File: src/rtl/gpif2_pkg.sv
// Shared FSM state encoding and SL_AD thread codes for the GPIF-II master scheduler.
package gpif2_pkg;

  typedef enum logic [2:0] {
    ST_IDLE,
    ST_RD_BURST,
    ST_RD_DRAIN,
    ST_TURN,
    ST_WR_BURST
  } state_t;

  localparam logic [1:0] AD_U2F = 2'b11;
  localparam logic [1:0] AD_F2U = 2'b00;

endpackage

File: src/rtl/gpif2_rd_pipe.sv
// Read return pipe: U2F_VLD pulses LAT_RD cycles after each SL_RD_N-low cycle, no backpressure.
// The FX3 drives the word in that same cycle, so U2F_DAT is taken straight from SL_DT_I.
module gpif2_rd_pipe #(
  parameter int WIDTH_DT = 32,
  parameter int LAT_RD   = 2
) (
  input  logic                SYS_CLK,
  input  logic                SYS_RST,
  input  logic                rd_issue,
  input  logic [WIDTH_DT-1:0] dt_i,
  output logic [WIDTH_DT-1:0] u2f_dat,
  output logic                u2f_vld
);

  logic [LAT_RD-1:0] vld_sr;

  always_ff @(posedge SYS_CLK) begin
    if (SYS_RST) begin
      vld_sr <= '0;
    end else begin
      vld_sr[0] <= rd_issue;
      for (int i = 1; i < LAT_RD; i++) begin
        vld_sr[i] <= vld_sr[i-1];
      end
    end
  end

  assign u2f_vld = vld_sr[LAT_RD-1];
  assign u2f_dat = u2f_vld ? dt_i : '0;

endmodule

File: src/rtl/gpif2mst_sched.sv
// GPIF-II master burst scheduler: round-robin read/write bursts with drain and turnaround gaps.
// Strobes are combinational from state and flags; F2U uses valid/ready, U2F is gated by U2F_ROOM.
module gpif2mst_sched
  import gpif2_pkg::*;
#(
  parameter int WIDTH_DT  = 32,
  parameter int BURST_MAX = 16,
  parameter int LAT_RD    = 2,
  parameter int TURN      = 2
) (
  input  logic                SYS_CLK,
  input  logic                SYS_RST,
  input  logic                ENABLE,
  output logic                SL_CS_N,
  output logic [1:0]          SL_AD,
  output logic                SL_RD_N,
  output logic                SL_OE_N,
  output logic                SL_WR_N,
  output logic                SL_PKTEND_N,
  input  logic [WIDTH_DT-1:0] SL_DT_I,
  output logic [WIDTH_DT-1:0] SL_DT_O,
  output logic                SL_DT_T,
  input  logic                SL_FLAGA,
  input  logic                SL_FLAGC,
  output logic [WIDTH_DT-1:0] U2F_DAT,
  output logic                U2F_VLD,
  input  logic [15:0]         U2F_ROOM,
  input  logic [WIDTH_DT-1:0] F2U_DAT,
  input  logic                F2U_VLD,
  input  logic                F2U_LAST,
  output logic                F2U_RDY,
  output logic                BUSY
);

  localparam int CW   = $clog2(BURST_MAX + 1);
  localparam int TMAX = (LAT_RD > TURN) ? LAT_RD : TURN;
  localparam int TW   = $clog2(TMAX + 1);

  localparam logic [15:0]   ROOM_MIN  = 16'(BURST_MAX + LAT_RD);
  localparam logic [CW-1:0] CNT_MAX   = CW'(BURST_MAX);
  localparam logic [TW-1:0] DRAIN_END = TW'(LAT_RD - 1);
  localparam logic [TW-1:0] TURN_END  = TW'(TURN - 1);

  state_t        state, state_nxt;
  logic [CW-1:0] cnt, cnt_nxt, cnt_inc;
  logic [TW-1:0] tmr, tmr_nxt, tmr_inc;
  logic [1:0]    ad_q, ad_nxt;
  logic          prio_rd, prio_rd_nxt;
  logic          rd_el, wr_el, cnt_ok, rd_issue;

  // Room must cover a full burst plus words still in flight in the read pipe.
  assign rd_el   = ENABLE & SL_FLAGC & (U2F_ROOM >= ROOM_MIN);
  assign wr_el   = ENABLE & SL_FLAGA & F2U_VLD;
  assign cnt_ok  = cnt < CNT_MAX;
  assign cnt_inc = cnt + CW'(1);
  assign tmr_inc = tmr + TW'(1);

  always_ff @(posedge SYS_CLK) begin
    if (SYS_RST) begin
      state   <= ST_IDLE;
      cnt     <= '0;
      tmr     <= '0;
      ad_q    <= AD_F2U;
      prio_rd <= 1'b1;
    end else begin
      state   <= state_nxt;
      cnt     <= cnt_nxt;
      tmr     <= tmr_nxt;
      ad_q    <= ad_nxt;
      prio_rd <= prio_rd_nxt;
    end
  end

  always_comb begin
    state_nxt   = state;
    cnt_nxt     = cnt;
    tmr_nxt     = tmr;
    ad_nxt      = ad_q;
    prio_rd_nxt = prio_rd;
    SL_CS_N     = 1'b1;
    SL_RD_N     = 1'b1;
    SL_OE_N     = 1'b1;
    SL_WR_N     = 1'b1;
    SL_PKTEND_N = 1'b1;
    SL_DT_T     = 1'b0;
    SL_DT_O     = '0;
    F2U_RDY     = 1'b0;
    rd_issue    = 1'b0;

    case (state)
      ST_IDLE: begin
        // Priority flips to the opposite direction whenever a burst is granted.
        if (rd_el && (prio_rd || !wr_el)) begin
          state_nxt   = ST_RD_BURST;
          ad_nxt      = AD_U2F;
          cnt_nxt     = '0;
          prio_rd_nxt = 1'b0;
        end else if (wr_el) begin
          state_nxt   = ST_WR_BURST;
          ad_nxt      = AD_F2U;
          cnt_nxt     = '0;
          prio_rd_nxt = 1'b1;
        end
      end

      ST_RD_BURST: begin
        SL_CS_N = 1'b0;
        SL_OE_N = 1'b0;
        if (SL_FLAGC && cnt_ok) begin
          SL_RD_N  = 1'b0;
          rd_issue = 1'b1;
          cnt_nxt  = cnt_inc;
        end else begin
          state_nxt = ST_RD_DRAIN;
          tmr_nxt   = '0;
        end
      end

      ST_RD_DRAIN: begin
        SL_CS_N = 1'b0;
        SL_OE_N = 1'b0;
        if (tmr == DRAIN_END) begin
          state_nxt = ST_TURN;
          tmr_nxt   = '0;
        end else begin
          tmr_nxt = tmr_inc;
        end
      end

      ST_TURN: begin
        SL_CS_N = 1'b0;
        if (tmr == TURN_END) begin
          state_nxt = ST_IDLE;
        end else begin
          tmr_nxt = tmr_inc;
        end
      end

      ST_WR_BURST: begin
        SL_CS_N = 1'b0;
        SL_DT_T = 1'b1;
        F2U_RDY = SL_FLAGA & cnt_ok;
        if (F2U_VLD && F2U_RDY) begin
          SL_WR_N     = 1'b0;
          SL_DT_O     = F2U_DAT;
          SL_PKTEND_N = ~F2U_LAST;
          cnt_nxt     = cnt_inc;
          if (F2U_LAST || (cnt_inc == CNT_MAX)) begin
            state_nxt = ST_TURN;
            tmr_nxt   = '0;
          end
        end else begin
          state_nxt = ST_TURN;
          tmr_nxt   = '0;
        end
      end

      default: state_nxt = ST_IDLE;
    endcase
  end

  assign SL_AD = ad_q;
  assign BUSY  = (state != ST_IDLE);

  gpif2_rd_pipe #(
    .WIDTH_DT (WIDTH_DT),
    .LAT_RD   (LAT_RD)
  ) u_rd_pipe (
    .SYS_CLK  (SYS_CLK),
    .SYS_RST  (SYS_RST),
    .rd_issue (rd_issue),
    .dt_i     (SL_DT_I),
    .u2f_dat  (U2F_DAT),
    .u2f_vld  (U2F_VLD)
  );

endmodule
File: config.mk
export PLATFORM = sky130hd
export DESIGN_NAME = gpif2mst_sched
export DESIGN_NICKNAME = d
export VERILOG_FILES = /design/src/rtl/gpif2_pkg.sv /design/src/rtl/gpif2_rd_pipe.sv /design/src/rtl/gpif2mst_sched.sv
export SDC_FILE = /design/constraint.sdc
export NUM_CORES = 1
export LEC_CHECK = 0
export CELL_PAD_IN_SITES_DETAIL_PLACEMENT = 0
export CELL_PAD_IN_SITES_GLOBAL_PLACEMENT = 2
export CORE_AREA = 2 2 118 120
export DETAILED_ROUTE_END_ITERATION = 10
export DIE_AREA = 0 0 120 122
export PLACE_DENSITY = 0.76
export SLEW_MARGIN = 20
export SYNTH_ARGS = -nofsm -noshare
export SYNTH_HDL_FRONTEND = slang
export SYNTH_HIERARCHICAL = 1
export SYNTH_SLANG_ARGS = --single-unit
File: constraint.sdc
create_clock -name SYS_CLK -period 1.9 [get_ports SYS_CLK]
set_input_delay 0.38 -clock SYS_CLK [delete_from_list [all_inputs] [get_ports SYS_CLK]]
set_output_delay 0.38 -clock SYS_CLK [all_outputs]
set_load 0.01 [all_outputs]
Word-level counts from Yosys, hierarchy flattened
Cells that the tools add are included.
Storage, ports and cells
  flip-flop bits (word level): 15
  latch bits: 0
  memory bits (writable): 0
  memory bits (read-only): 0
  input bits: 87
  output and inout port bits: 75
  logic and storage cells: 87
  memories kept: 0
Operators by class
  add/sub/neg operators: 2
  multipliers: 0
  div/mod/pow operators: 0
  magnitude comparators: 2
  equal/unequal tests: 14
  shift operators: 0
  multiplexer cells: 37
  bitwise gates (word level): 7
  reductions and logical operators: 18
Operators with widths (count)
  two-way mux 32 bit: 3
  two-way mux 3 bit: 7
  two-way mux 5 bit: 4
  >= comparator 16 x 5 -> 1 bit (second input constant): 1
  case mux 3 bit (5 select lines): 1
  case mux 5 bit (3 select lines): 1
  two-way mux 2 bit: 7
  two-way mux 1 bit: 13
  inequality test 2 bit (second input constant): 6
  case mux 2 bit (4 select lines): 1
  AND reduction 4 bit: 2
  == test 3 x 2 -> 1 bit (second input constant): 2
  inequality test 3 bit (second input constant): 2
  nonzero test 3 bit: 2
  adder 5 x 1 -> 5 bit (second input constant): 1
  bitwise AND 1 bit: 5
  == test 5 bit (second input constant): 1
  < comparator 5 bit (second input constant): 1
  AND reduction 5 bit: 1
  nonzero test 4 bit: 1
  OR reduction 2 bit: 2
  OR reduction 4 bit: 1
  == test 3 x 1 -> 1 bit (second input constant): 1
  == test 3 bit (second input constant): 1
  9 further kinds: 13

Longest topological paths before layout
Gate-level depths: netlist (run 1).
  word-level depth: 7
  depth in mapped cells: 7
  gate-level depth less buffers: 7

Modules after synthesis
The synthesis (run 1) kept the hierarchy.
By module, submodules not included
  gpif2mst_sched: times used 1, cells each 156, area an instance 1123.6 um^2, seq. area each 240.2 um^2
  gpif2_rd_pipe: times used 1, cells each 39, area an instance 307.8 um^2, seq. area each 40.0 um^2

Least setup slack after synthesis (run 1)
Ideal clock, no wire load.
  path kind: flip-flop to flip-flop
  from: reg state[1]
  to: reg tmr[0]
  setup time: 58 ps
  arrival: 1826 ps
  required time: 1842 ps
  slack: 16 ps
  cell stages (with the launch flop): 8
  path buffers: 1
  clock period less this slack: 1884 ps
  cells stage by stage: dfxtp_1 > buf_6 > or3b_4 > nor3_4 > inv_2 > a311o_1 > a211o_1 > nand2_1
Between the ends
  longest elaborated chain between the ends: 3
  elaborated cells on any way between the ends: 10
  those cells by class: 7 x eq/ne; 1 x mux; 2 x reduce/logical
Ends and longest elaborated chain
  start: declaration: RTL line gpif2mst_sched.sv:44  | state_t state, state_nxt;
  start signal: assignment: RTL line gpif2mst_sched.sv:66  | state <= state_nxt;
  == test 3 bit (tied with other cells): RTL line gpif2mst_sched.sv:90  | case (state)
  inequality test 3 bit (no source line) (tied with other cells)
  AND reduction 4 bit (no source line)
  end signal: assignment: RTL line gpif2mst_sched.sv:68  | tmr <= tmr_nxt;
  end: declaration: RTL line gpif2mst_sched.sv:46  | logic [TW-1:0] tmr, tmr_nxt, tmr_inc;
Several ways; a longest one is shown, not always the timed one.
A chain may end at the register's enable or synchronous reset.

Worst setup path after layout (run 1)
  from: reg state[1]
  to: out SL_WR_N
Between the ends
  longest elaborated chain between the ends: 2
Ends and longest elaborated chain
  == test 3 bit: RTL line gpif2mst_sched.sv:90
  two-way mux 1 bit: RTL line gpif2mst_sched.sv:90
  end: declaration: RTL line gpif2mst_sched.sv:18  | output logic SL_WR_N,
Every way passes these cells.

==> impl_metrics.yaml, run 1 <==
status:
  status: "finished, violations left"
  violations: "setup timing"
synthesis:
  synthSimpleGateAreaFrac_pct: 51.9
  synthCells: 195
  yosys_warnings: 6
  async_flop_share_pct: 0
  yosysUniqueCellTypes: 39
  synthAdderAreaFrac_pct: 2.62
  synth_fp_nets: 285
  ys_seq_elements: 14
  synth_seq_area_share_pct: 19.6
  avgSynthCellArea_um2: 7.34
  synth_mux_area_share_pct: 0.699
  synth_top_family_by_area: "simple AND/OR/NAND/NOR gates"
  synth.top_cell.area_share_pct: 19.6
  synth_area_leaders: "dfxtp_1 (20%), and2_2 (19%), and2_1 (13%)"
  synth_common_cells: "and2_2 (36), and2_1 (30), dfxtp_1 (14)"
  synth_most_common_cell: "and2_2"
  synth_ff_type: "dfxtp_1"
  synth_edf_count: 0
  synth_top_cell_by_area: "dfxtp_1"
  synthesis.area_um2: 1430
  synth_xor_area_share_pct: 1.22
  synth_compound_area_share_pct: 15.6
power:
  p_per_area_nw_per_um2: 318
  p_leak_nw: 1.69
  finalPower_mw: 1.09
  ir_worst_vdd_v: 0.000219
floorplanning:
  io_pins: 162
  die_y_um: 122
  initial_utilization_pct: 10.6
  die-area_um2: 14600
  core_um2: 13500
  rows: 43
  die_x_um: 120
min_path:
  min_path_type: "flip-flop to flip-flop"
  holdCritStartpoint: "u_rd_pipe/vld_sr[0]"
cts:
  clk_latency_ns: 0.24
  cts_num_sinks: 14
  cts_hold_buf: 0
  root_buffer: "clkbuf_16"
  cts_tree: "done"
  cts.reportedPaths.clkPinSlew_ns: 0.05
  h-tree-depth: 1
  cts_made_buffers: 3
  clock_path_buffers: 2
grt:
  grtUsageTotal_pct: 8.50
  grt_pass1_wl_mm: 9.85
  antenna_found_initial: 1
  grt_pass1_vias: 1890
  grt_max_degree: 26
  grt_remaining_overflow: 0
worst_setup_path:
  critPathKind: "flip-flop to output pin"
  cp_common_cell: "buf_6"
  cp-endpoint: "SL_WR_N"
  start_kind: "flip-flop"
  critPathRequiredTime_ns: 1.52
  r2r_setup_slack_ns: -0.15
  r2r-start: "state[1]"
  critPathSlowestCell: "or3b_4"
  crit_chain: "or3b_4, nor3_4, buf_6, buf_16, buf_6, inv_4, buf_2"
  crit_arrival_ns: 1.68
  reg2reg_to: "state[0]"
  worst_r2r_path_depth: 10
  critical_path.max_fanout: 17
  critPathMaxStageDelay_ns: 0.41
  cp-end-kind: "output pin"
  crit_start: "state[1]"
timing:
  hold_viol: 0
  max_freq_mhz: 485
  slew_headroom_pct: 80.5
  setup_slack_ns: -0.160
  finalSetupViolations: 39
  hold_ws_ns: 0.435
  tightest_slew_ns: 0.289
  rsz0062_at_grt: "yes"
  skew_ns: 0.00437
  finalCritPeriodShare_pct: 108
  report.final.slew_viol_count: 0
  finalCriticalPeriod_ns: 2.06
route:
  postRouteAntennaNets: 0
  drt_pass1_iterations: 5
  viasPerCell: 3.68
  via_count: 2040
  route.detailed.drc: 0
  drt-initial-drc-count: 57
  wl_mm: 6.93
  wl_per_cell_um: 12.5
layout:
  stdcell_count: 555
  area_growth_pct: 139
  fill_cells: 1476
  utilization_pct: 25.3
  nets: 466
  drive_gt1_share_pct: 30.7
run:
  maxCapViolCount: 0
placement:
  dp_slack_ns: -0.575
  dp_cells: 545
  port_buffers: 160
  hpwl_mm: 5.59
  gp_congestion: 0.729
## routing by layer
layer	vias to the layer above	track usage [%]	share of wire (%)
met5	-	0	0
li1	1014	-	-
met3	4	2.67	7.8
met1	931	9.04	38
met4	0	1.91	0.58
met2	91	16.3	54
## registers in the layout, summed over array words and instances (netlist names)
name	cells
prio_rd	1
u_rd_pipe/vld_sr	2
tmr	2
state	3
cnt	5
SL_AD	1
## what timing repair did
| item | in CTS | in global routing |
|---|---|---|
| setup buffers | 4 | 0 |
| gates resized for setup | 166 | 19 |
| pin swaps | 2 | 1 |
| cloned | 1 | 1 |
| endpoints found under the setup margin | 47 | 70 |
## placed cells by master (no fill, tap or decap), types with 4 or more instances in the layout
cell / count
nand3_1: 8
o21ai_0: 6
dfxtp_1: 12
and2_1: 29
nor3_1: 4
buf_6: 8
nor2_1: 9
o32ai_1: 4
inv_1: 12
nand2b_1: 5
and2_2: 36
nand2_1: 10
dlymetal6s2s_1: 11
buf_4: 25
dlygate4sd2_1: 9
clkdlybuf4s50_1: 104
buf_2: 26
a21oi_1: 9
## kinds of logic (layout without fill, tap and decap cells)
family	Yosys count	after routing
mux	1	1
other cells	0	1
compound gates	32	32
flops	14	14
xor+xnor	2	2
simple gates	119	119
buf+inv	24	203
fa+ha+maj	3	3
## metrics by stage
step / setup TNS [ns] / instance area (um^2)
final: -5.15 / 3420
after global routing: -8.85 / 3420
after CTS: -5.50 / 3370
after detailed placement: -20.36 / 3360
after global placement: -19.82 / 3360
after floorplan: 0 / 1430
## layout make-up
class | count | area, um^2 | share of cell area, %
repair buffers | 187 | 1730 | 50.5
flip-flops and latches | 14 | 283 | 8.26
clock buffers | 3 | 75.1 | 2.19
diodes | 1 | 2.50 | 0.0731
multi-input cells | 157 | 1060 | 30.9
inverters | 13 | 51.3 | 1.50
well taps | 180 | 225 | 6.58
## how the worst min path moves through the flow
| stage | to | slack, ns | depth (start not counted) |
|---|---|---|---|
| after floorplan | u_rd_pipe/vld_sr[1] | 0.41 | 1 |
| after global placement | u_rd_pipe/vld_sr[1] | 0.42 | 1 |
| after detailed placement | u_rd_pipe/vld_sr[1] | 0.43 | 1 |
| after CTS | u_rd_pipe/vld_sr[1] | 0.44 | 1 |
| after global routing | u_rd_pipe/vld_sr[1] | 0.46 | 1 |
| final | u_rd_pipe/vld_sr[1] | 0.43 | 1 |
## report_power, final
part	internal, mW	switching (mW)	leakage, nW
combinational	0.253	0.130	1.54
sequential	0.306	0.00771	0.115
clock	0.275	0.117	0.0370
## critical path, delay by kind of cell, from the launching register on
| family | cells | cell delay, ns |
|---|---|---|
| and+or+nand+nor | 2 | 0.54 |
| DFF | 1 | 0.32 |
| buffers and inverters | 5 | 0.57 |
Power figures use the tool's default switching activity.
==> inputs of run 2 (changes only) <==
--- a/config.mk
+++ b/config.mk
@@ -9,6 +9,6 @@
 export CELL_PAD_IN_SITES_GLOBAL_PLACEMENT = 2
-export CORE_AREA = 2 2 118 120
+export CORE_AREA = 2 2 113 115
 export DETAILED_ROUTE_END_ITERATION = 10
-export DIE_AREA = 0 0 120 122
-export PLACE_DENSITY = 0.76
+export DIE_AREA = 0 0 115 117
+export PLACE_DENSITY = 0.79
 export SLEW_MARGIN = 20
==> constraint.sdc (replaced) <==
create_clock -name SYS_CLK -period 2.08 [get_ports SYS_CLK]
set_input_delay 0.624 -clock SYS_CLK [delete_from_list [all_inputs] [get_ports SYS_CLK]]
set_output_delay 0.624 -clock SYS_CLK [all_outputs]
set_load 0.01 [all_outputs]
==> run 2 against run 1 <==
Compared with the run above: the run still ends with setup timing left; hold slack better by 0.0065 ns; non-clock buffer count up 4; clock skew down 0.0016 ns; final cell count down 4.7%; sequential power down 8.6%; register-to-register slack better by 0.09 ns; clock power up 5%; die area down 8.1%; critical path depth unchanged; first-iteration DRC count down 47%; core utilization up 3.5 points; count of clock-buffer cells in the layout up 1; critical endpoint is now SL_DT_O[24].
==> impl_metrics.yaml, run 2 (synthesized netlist as in run 1, its figures left out) <==
timing:
  setup_slack_ns: -0.247
  tightest_slew_ns: 0.340
  finalSetupViolations: 36
  hold_viol: 0
  max_freq_mhz: 430
  finalCritPeriodShare_pct: 112
  rsz0062_at_grt: "yes"
  report.final.slew_viol_count: 0
  slew_headroom_pct: 77.3
  hold_ws_ns: 0.441
  finalCriticalPeriod_ns: 2.33
  skew_ns: 0.00279
layout:
  layout.cells.most_common_list: "clkdlybuf4s50_1 (85), buf_6 (37), and2_2 (33)"
  drive_gt1_share_pct: 43.5
  largest_register_ffs: 5
  stdcell_count: 529
  reg_top3: "cnt: 5 flops, state: 3 flops"
  nets: 470
  antenna_cells: 0
  area_growth_pct: 148
  regMostFlops: "cnt"
  final_common_cell: "clkdlybuf4s50_1"
worst_setup_path:
  critical_path.max_fanout: 6
  crit_arrival_ns: 1.70
  critPathKind: "flip-flop to output pin"
  start_kind: "flip-flop"
  critPathRequiredTime_ns: 1.46
  cp-end-kind: "output pin"
  r2r_setup_slack_ns: -0.06
floorplanning:
  initial_utilization_pct: 11.6
  die_y_um: 117
  io_pins: 162
  die_x_um: 115
  core_um2: 12300
  die-area_um2: 13500
  rows: 41
route:
  route.detailed.drc: 0
  drt_pass1_iterations: 4
  via_count: 1999
  wl_mm: 6.35
  wl_met1_mm: 2.56
  drt-initial-drc-count: 30
  dr.max_layer_used: "met4"
  viasPerCell: 3.78
  met2_length_mm: 3.37
  postRouteAntennaNets: 0
  wl_per_cell_um: 12.0
  met3_length_um: 364
cts:
  h-tree-depth: 1
  cts_made_buffers: 3
  cts_tree: "done"
  cts.reportedPaths.clkPinSlew_ns: 0.05
  cts_num_sinks: 14
  clock_path_buffers: 2
  root_buffer: "clkbuf_16"
  cts_hold_buf: 0
  clk_latency_ns: 0.25
grt:
  grt_pass1_wl_mm: 8.91
  grt_remaining_overflow: 0
  grtUsageTotal_pct: 8.31
  grt_max_degree: 34
  grt_pass1_vias: 1825
  antenna_found_initial: 0
placement:
  port_buffers: 160
  hpwl_mm: 5.17
  gp_congestion: 0.708
  dp_cells: 520
min_path:
  min_path_type: "flip-flop to flip-flop"
power:
  p_leak_nw: 1.59
  ir_worst_vdd_v: 0.000235
  p_per_area_nw_per_um2: 299
status:
  status: "finished, violations left"
  violations: "setup timing"
run:
  maxCapViolCount: 0
run 2: final cells by class:
type,instances,area (um^2)
Sequential cell,14,283
Inverter,13,51.3
Timing Repair Buffer,191,1790
Fill cell,1319,8760
Tap cell,150,188
Clock buffer,4,88.8
Multi-Input combinational cell,157,1150
run 2: timing repair:
item / 4_1_cts / 5_1_grt
setup endpoints to repair: 80 / 61
resized for setup: 275 / 44
endpoints found under the hold margin: 0 / 0
gates cloned: 4 / 0
setup buffers: 2 / 0
pin swaps: 35 / 4
run 2: power by group:
group / leakage, nW / switching, mW / internal [mW]
Combinational: 1.43 / 0.125 / 0.239
Sequential: 0.114 / 0.00661 / 0.279
Clock: 0.0442 / 0.119 / 0.292
Total: 1.59 / 0.251 / 0.810
run 2: critical path: stages (launching register included):
cell,delay (ns)
dfxtp_2,0.32
or3b_4,0.41
nor3_4,0.13
buf_6,0.16
buf_6,0.12
buf_6,0.09
and2_1,0.10
buf_2,0.14
run 2: path summary, 6_finish.rpt:
path	startpoint	endpoint	cells past startpoint
hold / removal	u_rd_pipe/vld_sr[0]	u_rd_pipe/vld_sr[1]	1
setup reg to reg	state[0]	tmr[0]	10
setup / recovery	state[0]	SL_DT_O[24]	7
hold reg to reg	u_rd_pipe/vld_sr[0]	u_rd_pipe/vld_sr[1]	1
run 2: per-stage QoR:
stage / TNS (ns) / util [%] / area, um^2 / setup slack [ns] / total power, mW
after floorplan: -0.327 / - / 1430 / -0.0163 / 0.396
after global placement: -39.82 / 27.3 / 3360 / -0.812 / 0.646
after detailed placement: -40.92 / 27.3 / 3360 / -0.840 / 0.649
after CTS: -5.53 / 28.7 / 3530 / -0.241 / 1.06
after global routing: -7.62 / 28.9 / 3550 / -0.295 / 1.11
final: -5.71 / 28.9 / 3550 / -0.247 / 1.06
run 2: metal layers:
metal / up-vias / global-route usage [%]
li1: 1019 / -
met1: 924 / 9.66
met2: 50 / 15.4
met3: 6 / 2.27
met4: 0 / 1.53
met5: - / 0
